## config.mk

```make
export PLATFORM = sky130hd
export DESIGN_NAME = lathe_cycle_sequencer
export DESIGN_NICKNAME = d
export VERILOG_FILES = /design/src/rtl/lathe_pkg.sv /design/src/rtl/lathe_phase_timer.sv /design/src/rtl/lathe_cycle_sequencer.sv
export SDC_FILE = /design/constraint.sdc
export NUM_CORES = 1
export LEC_CHECK = 0
export CAP_MARGIN = 20
export CORE_MARGIN = 2
export CORE_UTILIZATION = 35
export DETAILED_ROUTE_END_ITERATION = 12
export SLEW_MARGIN = 5
export SYNTH_ARGS = -nofsm -noshare
export SYNTH_HDL_FRONTEND = slang
export SYNTH_SLANG_ARGS = --single-unit
```

## constraint.sdc

```tcl
create_clock -name clk -period 4.4 [get_ports clk]
set_input_delay 0.88 -clock clk [delete_from_list [all_inputs] [get_ports clk]]
set_output_delay 0.88 -clock clk [all_outputs]
set_load 0.03 [all_outputs]
```

## src/rtl/lathe_pkg.sv

```systemverilog
// Shared definitions for the lathe cycle sequencer: state encoding,
// fault codes and the default phase durations at a 50 MHz clock.
package lathe_pkg;

    typedef enum logic [2:0] {
        ST_IDLE    = 3'd0,
        ST_SPINUP  = 3'd1,
        ST_FEED    = 3'd2,
        ST_DWELL   = 3'd3,
        ST_RETRACT = 3'd4,
        ST_MANUAL  = 3'd5,
        ST_FAULT   = 3'd6
    } state_t;

    localparam logic [1:0] FC_NONE    = 2'd0;
    localparam logic [1:0] FC_ESTOP   = 2'd1;
    localparam logic [1:0] FC_GUARD   = 2'd2;
    localparam logic [1:0] FC_TIMEOUT = 2'd3;

    localparam int SPINUP_CYCLES_DEF  = 150_000_000;
    localparam int DWELL_CYCLES_DEF   = 50_000_000;
    localparam int MOTION_TIMEOUT_DEF = 500_000_000;

    // Largest of three presets; sizes the shared phase timer.
    function automatic int max3(input int a, input int b, input int c);
        int m;
        m = (a > b) ? a : b;
        return (m > c) ? m : c;
    endfunction

endpackage

```

## src/rtl/lathe_phase_timer.sv

```systemverilog
// Phase timer: counts cycles spent in the current FSM state and flags
// when the selected preset has been reached.
module lathe_phase_timer #(
    parameter int TW = 8
) (
    input  logic          clk,
    input  logic          rst_n,
    input  logic          i_clr,
    input  logic [TW-1:0] i_preset,
    output logic          o_done
);

    logic [TW-1:0] r_cnt;
    logic [TW-1:0] w_cnt;

    // i_clr is high during the first cycle of a new state. That cycle is
    // count 0, so the counter loads 1 and the visible count is masked to 0.
    always_ff @(posedge clk or negedge rst_n) begin
        if (!rst_n) begin
            r_cnt <= '0;
        end else if (i_clr) begin
            r_cnt <= TW'(1);
        end else if (r_cnt != '1) begin
            r_cnt <= r_cnt + TW'(1);
        end
    end

    assign w_cnt  = i_clr ? '0 : r_cnt;
    // Done in the last cycle of the phase so the FSM leaves after exactly
    // i_preset cycles in the state.
    assign o_done = (w_cnt >= (i_preset - TW'(1)));

endmodule

```

## src/rtl/lathe_cycle_sequencer.sv

```systemverilog
// Lathe supervisory sequencer: auto cycle (spin-up, feed, dwell, retract),
// manual jog mode, and estop / guard / motion-timeout fault handling.
module lathe_cycle_sequencer
    import lathe_pkg::*;
#(
    parameter int SPINUP_CYCLES  = SPINUP_CYCLES_DEF,
    parameter int DWELL_CYCLES   = DWELL_CYCLES_DEF,
    parameter int MOTION_TIMEOUT = MOTION_TIMEOUT_DEF,
    parameter int CNT_W          = 8
) (
    input  logic             clk,
    input  logic             rst_n,
    input  logic             start,
    input  logic             stop,
    input  logic             auto,
    input  logic             man,
    input  logic             estop,
    input  logic             guard_ok,
    input  logic             limit_fwd,
    input  logic             limit_home,
    input  logic             jog_fwd,
    input  logic             jog_rev,
    input  logic             fault_clr,
    output logic             spindle_en,
    output logic             feed_fwd,
    output logic             feed_rev,
    output logic             busy,
    output logic             fault,
    output logic [1:0]       fault_code,
    output logic [2:0]       state,
    output logic [CNT_W-1:0] cycle_cnt
);

    localparam int TW = $clog2(max3(SPINUP_CYCLES, DWELL_CYCLES, MOTION_TIMEOUT)) + 1;

    state_t           r_state;
    logic             r_start_q;
    logic             r_tmr_clr;
    logic             r_abort;
    logic             r_spindle;
    logic             r_fwd;
    logic             r_rev;
    logic             r_busy;
    logic             r_fault;
    logic [1:0]       r_code;
    logic [CNT_W-1:0] r_cnt;

    state_t           w_nxt;
    logic [1:0]       w_nxt_code;
    logic             w_inc;
    logic             w_abort_set;
    logic [TW-1:0]    w_preset;
    logic             w_done;
    logic             w_start_edge;
    logic             w_jog_fwd;
    logic             w_jog_rev;

    assign w_start_edge = start & ~r_start_q;
    // Jog requests cancel each other and stop at the matching limit.
    assign w_jog_fwd    = jog_fwd & ~jog_rev & ~limit_fwd;
    assign w_jog_rev    = jog_rev & ~jog_fwd & ~limit_home;

    // Preset for the phase timer, chosen by the state it is timing.
    always_comb begin
        w_preset = TW'(MOTION_TIMEOUT);
        case (r_state)
            ST_SPINUP: w_preset = TW'(SPINUP_CYCLES);
            ST_DWELL:  w_preset = TW'(DWELL_CYCLES);
            default:   ;
        endcase
    end

    lathe_phase_timer #(.TW(TW)) u_timer (
        .clk      (clk),
        .rst_n    (rst_n),
        .i_clr    (r_tmr_clr),
        .i_preset (w_preset),
        .o_done   (w_done)
    );

    // Start input history for rising-edge detection.
    always_ff @(posedge clk or negedge rst_n) begin
        if (!rst_n) r_start_q <= 1'b0;
        else        r_start_q <= start;
    end

    // Transition rules; active states honour estop > guard > stop > timer/limit.
    always_comb begin
        w_nxt       = r_state;
        w_nxt_code  = r_code;
        w_inc       = 1'b0;
        w_abort_set = 1'b0;
        case (r_state)
            ST_IDLE: begin
                if (estop) begin
                    w_nxt      = ST_FAULT;
                    w_nxt_code = FC_ESTOP;
                end else if (w_start_edge && guard_ok && (auto ^ man)) begin
                    w_nxt = auto ? ST_SPINUP : ST_MANUAL;
                end
            end
            ST_FAULT: begin
                if (fault_clr && !estop && guard_ok) begin
                    w_nxt      = ST_IDLE;
                    w_nxt_code = FC_NONE;
                end
            end
            default: begin
                if (estop) begin
                    w_nxt      = ST_FAULT;
                    w_nxt_code = FC_ESTOP;
                end else if (!guard_ok) begin
                    w_nxt      = ST_FAULT;
                    w_nxt_code = FC_GUARD;
                end else begin
                    case (r_state)
                        ST_SPINUP: begin
                            if (stop)        w_nxt = ST_IDLE;
                            else if (w_done) w_nxt = ST_FEED;
                        end
                        ST_FEED: begin
                            if (stop) begin
                                w_nxt       = ST_RETRACT;
                                w_abort_set = 1'b1;
                            end else if (limit_fwd) begin
                                w_nxt = ST_DWELL;
                            end else if (w_done) begin
                                w_nxt      = ST_FAULT;
                                w_nxt_code = FC_TIMEOUT;
                            end
                        end
                        ST_DWELL: begin
                            if (stop) begin
                                w_nxt       = ST_RETRACT;
                                w_abort_set = 1'b1;
                            end else if (w_done) begin
                                w_nxt = ST_RETRACT;
                            end
                        end
                        ST_RETRACT: begin
                            // Stop is ignored here: the carriage must get home.
                            if (limit_home) begin
                                w_nxt = ST_IDLE;
                                w_inc = ~r_abort;
                            end else if (w_done) begin
                                w_nxt      = ST_FAULT;
                                w_nxt_code = FC_TIMEOUT;
                            end
                        end
                        ST_MANUAL: begin
                            if (stop || !man || auto) w_nxt = ST_IDLE;
                        end
                        default: w_nxt = ST_IDLE;
                    endcase
                end
            end
        endcase
    end

    // State, counter and outputs, all decoded from the next state so they
    // change on the same edge as the state.
    always_ff @(posedge clk or negedge rst_n) begin
        if (!rst_n) begin
            r_state   <= ST_IDLE;
            r_code    <= FC_NONE;
            r_tmr_clr <= 1'b1;
            r_abort   <= 1'b0;
            r_cnt     <= '0;
            r_spindle <= 1'b0;
            r_fwd     <= 1'b0;
            r_rev     <= 1'b0;
            r_busy    <= 1'b0;
            r_fault   <= 1'b0;
        end else begin
            r_state   <= w_nxt;
            r_code    <= w_nxt_code;
            r_tmr_clr <= (w_nxt != r_state);
            if (r_state == ST_IDLE) r_abort <= 1'b0;
            else if (w_abort_set)   r_abort <= 1'b1;
            if (w_inc && (r_cnt != '1)) r_cnt <= r_cnt + CNT_W'(1);
            r_spindle <= (w_nxt == ST_SPINUP) || (w_nxt == ST_FEED) || (w_nxt == ST_DWELL)
                         || (w_nxt == ST_RETRACT) || (w_nxt == ST_MANUAL);
            r_fwd     <= (w_nxt == ST_FEED) || ((w_nxt == ST_MANUAL) && w_jog_fwd);
            r_rev     <= (w_nxt == ST_RETRACT) || ((w_nxt == ST_MANUAL) && w_jog_rev);
            r_busy    <= (w_nxt != ST_IDLE) && (w_nxt != ST_FAULT);
            r_fault   <= (w_nxt == ST_FAULT);
        end
    end

    assign spindle_en = r_spindle;
    assign feed_fwd   = r_fwd;
    assign feed_rev   = r_rev;
    assign busy       = r_busy;
    assign fault      = r_fault;
    assign fault_code = r_code;
    assign state      = r_state;
    assign cycle_cnt  = r_cnt;

endmodule
```

* Word-level counts from Yosys, hierarchy flattened
Index checks and enable logic that the tools add are counted.
Operators by class: $lt $le $gt $ge 1, bitwise operators 12, divide/modulo/power cells 0, $add $sub $neg 3, equality and inequality tests 22, muxes and demuxes 43, $mul 0, reductions and logical operators 25, shift-type cells 0
Operators by type and width (number):
- $mux W30 | 3
- $pmux W29 S2 | 1
- $mux W3 | 15
- $add A30 B1 Y30 const B | 1
- $ge A30 B30 Y1 | 1
- $ne A30 B30 Y1 const B | 1
- $sub A29 B1 Y30 const B | 1
- $eq A3 B3 Y1 const B | 6
- $mux W2 | 8
- $ne A5 B5 Y1 const B | 3
- $pmux W3 S5 | 1
- $eq A3 B2 Y1 const B | 4
- $mux W1 | 12
- $add A8 B1 Y8 const B | 1
- $logic_and A1 B1 Y1 | 8
- $logic_or A1 B1 Y1 | 8
- $ne A8 B8 Y1 const B | 1
- $pmux W2 S2 | 2
- $eq A3 B1 Y1 const B | 2
- $not A1 Y1 | 6
- $pmux W3 S2 | 1
- $reduce_and A6 Y1 | 1
- $and A1 B1 Y1 | 5
- $ne A5 B2 Y1 const B | 1
- 9 further kinds | 13
Storage, ports and cells: register bits 51, output and inout port bits 18, memories 0, bits in latches 0, ROM bits 0, RAM bits 0

* Logic depth before layout (Yosys ltp)
Gate-level depths: netlist of the first run.
depth in word-level cells 16, mapped depth 13, depth with buffers taken out 12

* Cells and area by module
A second synthesis of the first run with hierarchy kept.
Unflattened totals: cells, all modules 513, area, all modules 4302.9 µm²
Modules (own cells, without submodules):
- lathe_phase_timer | sequential area each 750.7 µm², cells each 370, area each 3002.9 µm², times used 1
- lathe_cycle_sequencer | sequential area each 526.8 µm², cells each 143, area each 1300.0 µm², times used 1

* Least setup slack after synthesis of the first run
Ideal clock, no wire load.
kind register to register, start register r_state[0] (netlist: state[0]), end register r_fwd (netlist: feed_fwd), path slack 1.085 ns, setup time 0.092 ns, data arrival time 3.223 ns, stages on the path, launching flop included 14, data required time 4.308 ns, buffers on the path 2, cells stage by stage dfrtp_1 clkbuf_1 clkbuf_1 and2_1 inv_1 ha_1 a21oi_1 a21oi_1 or3_1 a21o_1 a31oi_2 o221ai_1 a31o_2 o31ai_2
Between the ends: longest elaborated chain between the ends 14
RTL lines:
- from (decl) | RTL line lathe_cycle_sequencer.sv:36 | state_t r_state;
- from (signal assigned) | RTL line lathe_cycle_sequencer.sv:175 | r_state <= w_nxt;
- $eq A3 B2 Y1 or $eq A3 B1 Y1 (tied branches) | RTL line lathe_cycle_sequencer.sv:66, lathe_cycle_sequencer.sv:116
- $pmux W29 S2 | RTL line lathe_cycle_sequencer.sv:66 | case (r_state)
- $sub A29 B1 Y30 | RTL line lathe_phase_timer.sv:31 | assign o_done = (w_cnt >= (i_preset - TW'(1)));
- $ge A30 B30 Y1 | RTL line lathe_phase_timer.sv:31
- $mux W3 | RTL line lathe_cycle_sequencer.sv:127, lathe_cycle_sequencer.sv:145
- $mux W3 | RTL line lathe_cycle_sequencer.sv:125 | end else if (limit_fwd) begin
- $mux W3 | RTL line lathe_cycle_sequencer.sv:122 | if (stop) begin
- $pmux W3 S5 | RTL line lathe_cycle_sequencer.sv:116 | case (r_state)
- $mux W3 | RTL line lathe_cycle_sequencer.sv:112 | end else if (!guard_ok) begin
- $mux W3 | RTL line lathe_cycle_sequencer.sv:109 | if (estop) begin
- $pmux W3 S2 * | RTL line lathe_cycle_sequencer.sv:93 | case (r_state)
- $eq A3 B3 Y1 | RTL line lathe_cycle_sequencer.sv:183 | r_fwd <= (w_nxt == ST_FEED) || ((w_nxt == ST_MANUAL) && w_jog_fwd);
- $logic_and A1 B1 Y1 | RTL line lathe_cycle_sequencer.sv:183
- $logic_or A1 B1 Y1 * | RTL line lathe_cycle_sequencer.sv:183
- to (signal assigned) | RTL line lathe_cycle_sequencer.sv:183
- to (decl) | RTL line lathe_cycle_sequencer.sv:41 | logic r_fwd;
Every way passes the cells marked *; elsewhere a longest branch is shown, timed or not. A chain may end at the register's enable or synchronous reset.

* Worst setup path in the final report of the first run
start register r_state[1] (netlist: state[1]), end register r_fwd (netlist: feed_fwd)
The elaborated chain is that of the path after synthesis.

==> results of run 1 <==
kinds of logic (layout without fill, tap and decap cells):
group	after synthesis	after routing	synth area share, %
compound gates	59	59	11.6
xor+xnor	31	31	8.26
fa+ha+maj	19	19	7.23
buf+inv	27	53	3.50
flops	51	51	38.9
mux	5	5	1.56
simple gates	176	176	29.0
worst min-delay path by stage:
stage / startpoint / slack [ns] / end
after floorplan: r_abort / 0.48 / r_abort
after global placement: cycle_cnt[5] / 0.48 / cycle_cnt[5]
after detailed placement: cycle_cnt[5] / 0.48 / cycle_cnt[5]
after CTS: cycle_cnt[5] / 0.50 / cycle_cnt[5]
after global routing: cycle_cnt[5] / 0.51 / cycle_cnt[5]
final: cycle_cnt[5] / 0.49 / cycle_cnt[5]
per-layer routing:
metal / global-route usage [%] / routed length (um)
met3: 2.64 / 192
met5: 0 / 0
met1: 20.1 / 3530
met2: 23.2 / 3300
met4: 5.30 / 112
flip-flops by register name, summed over array words and instances, names as in the netlist:
name / count
u_timer.r_cnt: 30
cycle_cnt: 8
state: 3
fault_code: 2
busy: 1
fault: 1
feed_fwd: 1
feed_rev: 1
r_abort: 1
r_start_q: 1
r_tmr_clr: 1
spindle_en: 1
metrics by stage:
step | cell area, um2 | worst slack (ns) | util (%)
after global placement | 3670 | 0.927 | 40.0
after CTS | 3770 | 0.892 | 41.0
after detailed placement | 3670 | 0.908 | 40.0
after floorplan | 3290 | 1.08 | -
final | 3770 | 0.888 | 41.0
after global routing | 3770 | 0.597 | 41.0
cells in the final DEF (no fill, tap or decap), types with 2 or more instances in the layout:
cell type	instances
a21o_1	4
nand4_1	18
inv_1	11
clkbuf_8	6
and2_1	8
a31o_2	3
o22a_1	2
dfrtp_1	50
nand2b_1	4
clkdlybuf4s50_1	29
nand3b_1	3
and3_1	5
and4_1	4
a211oi_1	2
or3_1	6
a31oi_1	4
nand3_1	11
nor4bb_1	2
nor3_1	7
a21oi_1	15
nor4_1	2
nor2_1	49
o21ai_0	19
mux2i_1	4
xnor2_1	12
ha_1	19
nand2_1	24
nor2b_1	23
xor2_1	19
buf_4	3
a221oi_1	2
area by class of cell:
class,instances,area [um2]
multi-input cells,290,1900
flip-flops and latches,51,1280
clock buffers,7,86.3
clock inverters,1,5.00
fillers,933,5430
well taps,111,139
inverters,12,45.0
repair buffers,33,318
power groups by stage:
stage / logic (mW) / registers [mW] / clock network (mW)
after floorplan: 0.248 / 0.636 / 0
after global placement: 0.399 / 0.634 / 0
after detailed placement: 0.401 / 0.634 / 0
after CTS: 0.403 / 0.626 / 0.293
after global routing: 0.442 / 0.640 / 0.308
final: 0.399 / 0.624 / 0.278
==> metrics.md, run 1 <==
| Metric | Value |
|---|---|
| Number of cells on the worst reg-to-reg path | `12` |
| Pwr Density | `345 nW/um2` |
| Post-DP HPWL | `roughly 5.2 mm` |
| Max_cap viols | `0` |
| Register area share after synthesis | `38.9%` |
| Hold Slack | `0.494 ns` |
| Total Wirelength | `7.14 mm` |
| Setup Crit Path Kind | `register to register` |
| Die Wd | `101 um` |
| Post CTS Setup Buffer Count | `0` |
| Die Y-Extent | `between 100 and 150 um` |
| Commonest cells in the netlist | `dfrtp_1, nor2_1, nand2_1` |
| Die footprint | `between 10,000 and 15,000 um2` |
| Clk root buf | `clkbuf_8` |
| Distinct cells, synth | `between 50 and 60` |
| Pre-Repair DR Iteration Count | `4` |
| CP most frequent cell | `a21oi_1` |
| Cells after Synth | `368` |
| Number of I/O port buffers | `30` |
| Number of DRC markers in iteration 0 | `around 140` |
| Ant diodes | `0` |
| Critical Path RT | `4.61 ns` |
| Critical Path, Cell by Cell | `nor2b_1 -> and2_1 -> inv_1 -> ha_1 -> a21oi_1 -> a21oi_1 -> or3_1 -> a21o_1 -> a31oi_2 -> o221ai_1 -> a31o_2 -> o31ai_2` |
| Max IR drop VDD | `0.121 mV` |
| GP Congestion | `~0.85` |
| Max Freq | `285 MHz` |
| CP Capture Type | `register` |
| Critical path startpoint | `state[1]` |
| Period utilization | `79.8%` |
| Worst Path Max Fanout | `18` |
| Sw Pwr | `roughly 490 uW` |
| Final Critical Period | `between 3 and 4 ns` |
| Clock Path Buffers | `2` |
| H-tree depth | `2` |
| Hold Crit Depth | `1` |
| Crit path buf inv count | `1` |
| RSZ-0062 raised after global routing | `false` |
| Clk_skew | `0.0175 ns` |
| Core Region | `9200 um2` |
| Synth area leader | `dfrtp_1` |
| Total grt overflow | `0` |
| # rows | `35` |
| Starting Density | `between 30 and 40%` |
| Crit path launch type | `register` |
| Via-to-Cell Ratio | `between 5 and 6` |
| Count leader, synth | `dfrtp_1` |
| Clock latency on the worst-skew pair | `0.31 ns` |
| Crit path largest cell delay | `0.68 ns` |
| Final nets | `425` |
| Power, Total | `roughly 1.3 mW` |
| Initial antenna violation count | `0` |
| FF-to-FF Start | `state[1]` |
| Syn-to-layout area delta | `14.5%` |
| CTS Buf Count | `5` |
| Worst min path class | `register to register` |
| Slew headroom | `53.9%` |
| Pint | `811 uW` |
| Synth Flop Type | `dfrtp_1` |
| Sequential Power Share | `48.0%` |
| Net Sw Frac | `37.6%` |
| Synth area leaders | `dfrtp_1, ha_1, nor2_1` |
| Mean Syn Cell Area | `between 8 and 9 um2` |
| Wire length per cell | `~14 um` |
| Worst-margin pin slew | `between 0.6 and 0.7 ns` |
| CTS Hold Bufs | `0` |
| Routed vias | `2,715` |
| Final std cells w/o fill | `505` |
| Async SR Flop Fraction | `100%` |
| Fin. Hold Viols | `0` |
| Register bit total from synthesis | `51` |
| PostCTS Resize Cnt | `0` |
| Synth top area share | `38.1%` |
| Vias in the first global route | `between 2,000 and 3,000` |
| First-pass GRT wire length | `~12 mm` |
| Synth Cell Area | `3290 um2` |
| Leakage power | `1.63 nW` |
| Reg clk slew, reported paths | `around 0.09 ns` |
| Outcome | `complete, no violations` |
| Sink Count | `51` |
| Top Ports | `31` |
| Post-synth EDFFs | `0` |
| WP depth | `12` |
| Synthesized Nets | `400` |
| Slowest stage cell, crit path | `dfrtp_1` |
| Final setup viols | `0` |
| Yosys warning count | `0` |
| GR Util All Layers | `about 15%` |
| FF-to-FF End | `feed_fwd` |
| CTS tree | `yes` |
| Worst endpoint data arrival time | `3.72 ns` |
| Comb power frac | `between 30% and 40%` |
| Remaining DRCs | `0` |
| Pin count of the biggest net entering global routing | `40` |
| Share of cells above drive strength 1 | `around 6.1%` |
| Final-report max-slew violation count | `0` |
| Clock network fraction of total power | `21.4%` |
| Critical Path Sink | `feed_fwd` |
| ANT nets after route | `0` |
| Placed Cells | `497` |
| R2R setup slack | `slightly below 0.9 ns` |
| Setup TNS | `0 ns` |
| Crit path max-delay family | `compound AO/OA/AOI/OAI gates` |
No activity file was read; power rests on OpenSTA's default activity.
==> inputs of run 2 (changes only) <==
==> constraint.sdc (replaced) <==
create_clock -name clk -period 3.07 [get_ports clk]
set_input_delay 0.614 -clock clk [delete_from_list [all_inputs] [get_ports clk]]
set_output_delay 0.614 -clock clk [all_outputs]
set_load 0.03 [all_outputs]
==> metrics.md, run 2 (synthesis gave the netlist of run 1 again) <==
| Metric | Value |
|---|---|
| Share of cells above drive strength 1 | `13.2% (+7.1 points)` |
| Final-report max-slew violation count | `0 (unchanged)` |
| Final nets | `447 (+5.2%)` |
| Wire length per cell | `14.0 um (-0.93%)` |
| Largest register FFs | `30 (unchanged)` |
| Vias in the first global route | `2,639 (+2.1%)` |
| Setup Crit Path Kind | `register to register` |
| Max_cap viols | `0 (unchanged)` |
| Remaining DRCs | `0 (unchanged)` |
| Worst endpoint data arrival time | `3.14 ns (-0.58 ns)` |
| Crit path launch type | `register` |
| Clk_skew | `0.00955 ns (-0.00794 ns)` |
| ANT nets after route | `0 (unchanged)` |
| Clock Path Buffers | `2 (unchanged)` |
| Period utilization | `95.2% (+15 points)` |
| Fin. Hold Viols | `0 (unchanged)` |
| Placed inst area | `3820 um2 (+3.9%)` |
| Total Wirelength | `7.38 mm (+3.4%)` |
| Pre-Repair DR Iteration Count | `4 (unchanged)` |
| Pwr Density | `526 nW/um2 (+52%)` |
| Clock latency on the worst-skew pair | `0.30 ns (about the same)` |
| Setup WS pre-CTS | `0.00150 ns (-0.907 ns)` |
| Sink Count | `51 (unchanged)` |
| GP Congestion | `0.884 (+3.8%)` |
| Outcome | `complete, no violations` |
| CTS tree | `yes` |
| Number of cells on the worst reg-to-reg path | `11 (-1)` |
| Number of I/O port buffers | `30 (unchanged)` |
| Slew headroom | `59.2% (+5.3 points)` |
| Die footprint | `10,200 um2 (unchanged)` |
| Most frequent cells in the layout | `dfrtp_1, nor2_1, clkdlybuf4s50_1` |
| CTS Buf Count | `5 (unchanged)` |
| Via-to-Cell Ratio | `5.35 (-0.50%)` |
| Largest Register | `u_timer.r_cnt` |
| Final Util | `44.1% (+3.1 points)` |
| Max Freq | `342 MHz (+20%)` |
| Die Wd | `101 um (unchanged)` |
| CP Capture Type | `register` |
| Final Critical Period | `2.92 ns (-0.588 ns)` |
| Setup TNS | `0 ns (unchanged)` |
| Worst-margin pin slew | `0.609 ns (-0.0817 ns)` |
| Reg clk slew, reported paths | `0.09 ns (about the same)` |
| Number of DRC markers in iteration 0 | `109 (-20%)` |
| Post-DP HPWL | `5.22 mm (+1.1%)` |
| Ant diodes | `0 (unchanged)` |
| Starting Density | `35.8% (unchanged)` |
| Worst min path class | `input pin to async pin` |
| Core Region | `9200 um2 (unchanged)` |
| Clk root buf | `clkbuf_8` |
| Critical Path RT | `3.29 ns (-1.32 ns)` |
| Worst Path Max Fanout | `7 (-11)` |
| Max IR drop VDD | `0.273 mV (+130%)` |
| GR Util All Layers | `15.0% (+0.32 points)` |
| R2R setup slack | `0.15 ns (-0.74 ns)` |
| Routed vias | `2,819 (+3.8%)` |
| RSZ-0062 raised after global routing | `false` |
| Leakage power | `1.78 nW (+9.0%)` |
| Pin count of the biggest net entering global routing | `52 (+30%)` |
| # rows | `35 (unchanged)` |
| Total grt overflow | `0 (unchanged)` |
| Top Ports | `31 (unchanged)` |
| Design Area, Final | `4060 um2 (+7.7%)` |
| First-pass GRT wire length | `12.4 mm (+3.1%)` |
| Final setup margin | `0.146 ns (-0.742 ns)` |
| Initial antenna violation count | `0 (unchanged)` |
| Commonest non-fill, non-tap cell in the layout | `dfrtp_1` |
| H-tree depth | `2 (unchanged)` |
| Final setup viols | `0 (unchanged)` |
| Syn-to-layout area delta | `23.3%` |
| Die Y-Extent | `101 um (unchanged)` |
[run 2: path summary, 6_finish.rpt]
path,startpoint,endpoint
min,rst_n,cycle_cnt[5]
min reg2reg,cycle_cnt[5],cycle_cnt[5]
max,r_tmr_clr,feed_fwd
max reg2reg,r_tmr_clr,feed_fwd
max in group asynchronous,rst_n,r_tmr_clr
min in group clk,cycle_cnt[5],cycle_cnt[5]
[run 2: worst max-delay path: stages, from the launching register on]
cell	delay, ns
dfstp_4	0.64
buf_4	0.13
nor2b_1	0.05
ha_1	0.28
nor4bb_2	0.28
nand4_1	0.13
a21oi_1	0.16
or3_1	0.18
a31oi_4	0.11
or3_1	0.36
a31o_2	0.28
o31ai_2	0.25
[run 2: where the power goes]
group	switching (mW)	leakage, nW	total (mW)	internal (mW)
logic	0.470	1.04	0.782	0.312
clock network	0.216	0.0654	0.541	0.326
registers	0.0528	0.676	0.811	0.758
[run 2: layout make-up]
cell class	instances	area, um2
inverters	12	45.0
well taps	111	139
clock inverters	2	60.1
multi-input cells	290	1960
clock buffers	6	72.6
fillers	891	5140
repair buffers	55	499
flip-flops and latches	51	1280
[run 2: layer usage]
metal | track usage [%] | up-vias | wire (um)
met3 | 2.29 | 7 | 192
met5 | 0 | - | 0
met1 | 20.4 | 1374 | 3610
met4 | 4.99 | 0 | 90
li1 | - | 1396 | -
met2 | 24.3 | 42 | 3480
[run 2: repair_timing]
action	in CTS	in global routing
hold endpoints to repair	0	0
setup endpoints to repair	3	7
hold buffers	0	0
buffers inserted	0	8
pin swaps	0	1
gates resized for setup	3	9
[run 2: stage by stage]
stage | std cells | power [mW] | hold WS, ns
2_1_floorplan | 368 | 1.28 | 0.318
3_3_place_gp | 511 | 1.53 | 0.481
3_5_place_dp | 511 | 1.54 | 0.483
4_1_cts | 519 | 2.10 | 0.296
5_1_grt | 527 | 2.27 | 0.311
6_report | 527 | 2.13 | 0.289
==> inputs of run 3 (changes only) <==
==> constraint.sdc (replaced) <==
create_clock -name clk -period 3.7 [get_ports clk]
set_input_delay 0.74 -clock clk [delete_from_list [all_inputs] [get_ports clk]]
set_output_delay 0.74 -clock clk [all_outputs]
set_load 0.03 [all_outputs]
==> metrics.md, run 3 (synthesis gave the netlist of run 1 again) <==
| Metric | Value |
|---|---|
| Die Y-Extent | `101 um (unchanged)` |
| Max Freq | `294 MHz (-14%)` |
| Initial antenna violation count | `0 (unchanged)` |
| Commonest non-fill, non-tap cell in the layout | `dfrtp_1` |
| Fin. Hold Viols | `0 (unchanged)` |
| FF-to-FF Start | `r_tmr_clr` |
| # rows | `35 (unchanged)` |
| Sink Count | `51 (unchanged)` |
| Setup Crit Path Kind | `register to register` |
| ANT nets after route | `0 (unchanged)` |
| Final setup margin | `0.294 ns (+0.148 ns)` |
| GR Util All Layers | `15.5% (+0.52 points)` |
| Setup WS pre-CTS | `0.318 ns (+0.317 ns)` |
| CP Capture Type | `register` |
| Total Wirelength | `7.22 mm (-2.2%)` |
| Syn-to-layout area delta | `15.8%` |
| H-tree depth | `2 (unchanged)` |
| Clock Path Buffers | `2 (unchanged)` |
| Number of I/O port buffers | `30 (unchanged)` |
| Period utilization | `92.1% (-3.2 points)` |
| Number of DRC markers in iteration 0 | `111 (+1.8%)` |
| Max IR drop VDD | `0.195 mV (-29%)` |
| PostCTS Resize Cnt | `0 (-3)` |
| Clock latency on the worst-skew pair | `0.31 ns (about the same)` |
| Final std cells w/o fill | `508 (-3.6%)` |
| Final setup viols | `0 (unchanged)` |
| Post CTS Setup Buffer Count | `0 (unchanged)` |
| Placed Cells | `500 (-2.2%)` |
| Placed inst area | `3700 um2 (-3.1%)` |
| RSZ-0062 raised after global routing | `false` |
| Wire length per cell | `14.2 um (+1.4%)` |
| Pin count of the biggest net entering global routing | `38 (-27%)` |
| Top Ports | `31 (unchanged)` |
| Critical Path RT | `3.92 ns (+0.63 ns)` |
| Pre-Repair DR Iteration Count | `4 (unchanged)` |
| Max_cap viols | `0 (unchanged)` |
| Vias in the first global route | `2,693 (+2.0%)` |
| Share of cells above drive strength 1 | `6.80% (-6.4 points)` |
| Final Critical Period | `3.41 ns (+0.482 ns)` |
| Post-DP HPWL | `5.23 mm (+0.25%)` |
| Remaining DRCs | `0 (unchanged)` |
| Crit path launch type | `register` |
| Final nets | `428 (-4.3%)` |
| Ant diodes | `0 (unchanged)` |
| Clk root buf | `clkbuf_8` |
| Final-report max-slew violation count | `0 (unchanged)` |
| Die footprint | `10,200 um2 (unchanged)` |
| First-pass GRT wire length | `12.8 mm (+3.2%)` |
| Worst Path Max Fanout | `37 (+30)` |
| Worst min path class | `input pin to async pin` |
| GP Congestion | `0.813 (-8.1%)` |
| Power, Total | `1.61 mW (-24%)` |
| Core Region | `9200 um2 (unchanged)` |
| Clk_skew | `0.0120 ns (+0.00249 ns)` |
| Starting Density | `35.8% (unchanged)` |
| Pwr Density | `424 nW/um2 (-19%)` |
| Design Area, Final | `3810 um2 (-6.1%)` |
| Final Util | `41.4% (-2.7 points)` |
| Slew headroom | `51.7% (-7.5 points)` |
| Reg clk slew, reported paths | `0.09 ns (about the same)` |
| CTS Buf Count | `5 (unchanged)` |
| Largest Register | `u_timer.r_cnt` |
| Routed vias | `2,699 (-4.3%)` |
| Critical path startpoint | `r_tmr_clr` |
| Setup TNS | `0 ns (unchanged)` |
| Total grt overflow | `0 (unchanged)` |
| CTS tree | `yes` |
| CTS Hold Bufs | `0 (unchanged)` |
| Most frequent cells in the layout | `dfrtp_1, nor2_1, clkdlybuf4s50_1` |
| Outcome | `complete, no violations` |
| Worst endpoint data arrival time | `3.63 ns (+0.49 ns)` |
| Via-to-Cell Ratio | `5.31 (-0.68%)` |
| Largest register FFs | `30 (unchanged)` |
| Die Wd | `101 um (unchanged)` |
| Hold Slack | `0.479 ns (+0.190 ns)` |
| Leakage power | `1.65 nW (-7.3%)` |
| Worst-margin pin slew | `0.724 ns (+0.115 ns)` |
run 3: area by class of cell:
cell class / count / area (um2)
fill: 951 / 5390
inverter: 12 / 45.0
timing repair buffer: 36 / 340
clock buffer: 6 / 72.6
tap: 111 / 139
sequential: 51 / 1280
clock inverter: 2 / 37.5
multi-input combinational: 290 / 1900
run 3: power breakdown:
group	internal (mW)	switching, mW	leakage (nW)	total (mW)
clock network	0.202	0.186	0.0514	0.388
registers	0.627	0.0912	0.677	0.718
logic	0.194	0.314	0.922	0.508
total	1.02	0.591	1.65	1.61
run 3: worst paths after layout:
path                                endpoint  slack, ns  depth (start not counted)
max                                 feed_fwd       0.29                         10
min                        u_timer.r_cnt[27]       0.48                          1
max reg2reg                         feed_fwd       0.29                         10
min reg2reg                     cycle_cnt[5]       0.50                          1
max in group asynchronous  u_timer.r_cnt[14]       2.46                          2
min in group clk                cycle_cnt[5]       0.50                          1
run 3: layer usage:
metal | wire, um | vias up | global-route usage (%)
met5 | 0 | - | 0
met4 | 82 | 0 | 4.26
met3 | 176 | 7 | 2.70
met2 | 3420 | 30 | 25.4
met1 | 3540 | 1311 | 21.0
li1 | - | 1351 | -
run 3: worst max-delay path: stages (launching register included):
cell and delay [ns]:
dfstp_2 0.97, nor2b_1 0.12, ha_1 0.32, nand3_1 0.08, a21o_1 0.16, nor4_1 0.45
a21o_1 0.20, a31oi_2 0.08, or3_1 0.40, a31o_2 0.31, o31ai_2 0.24
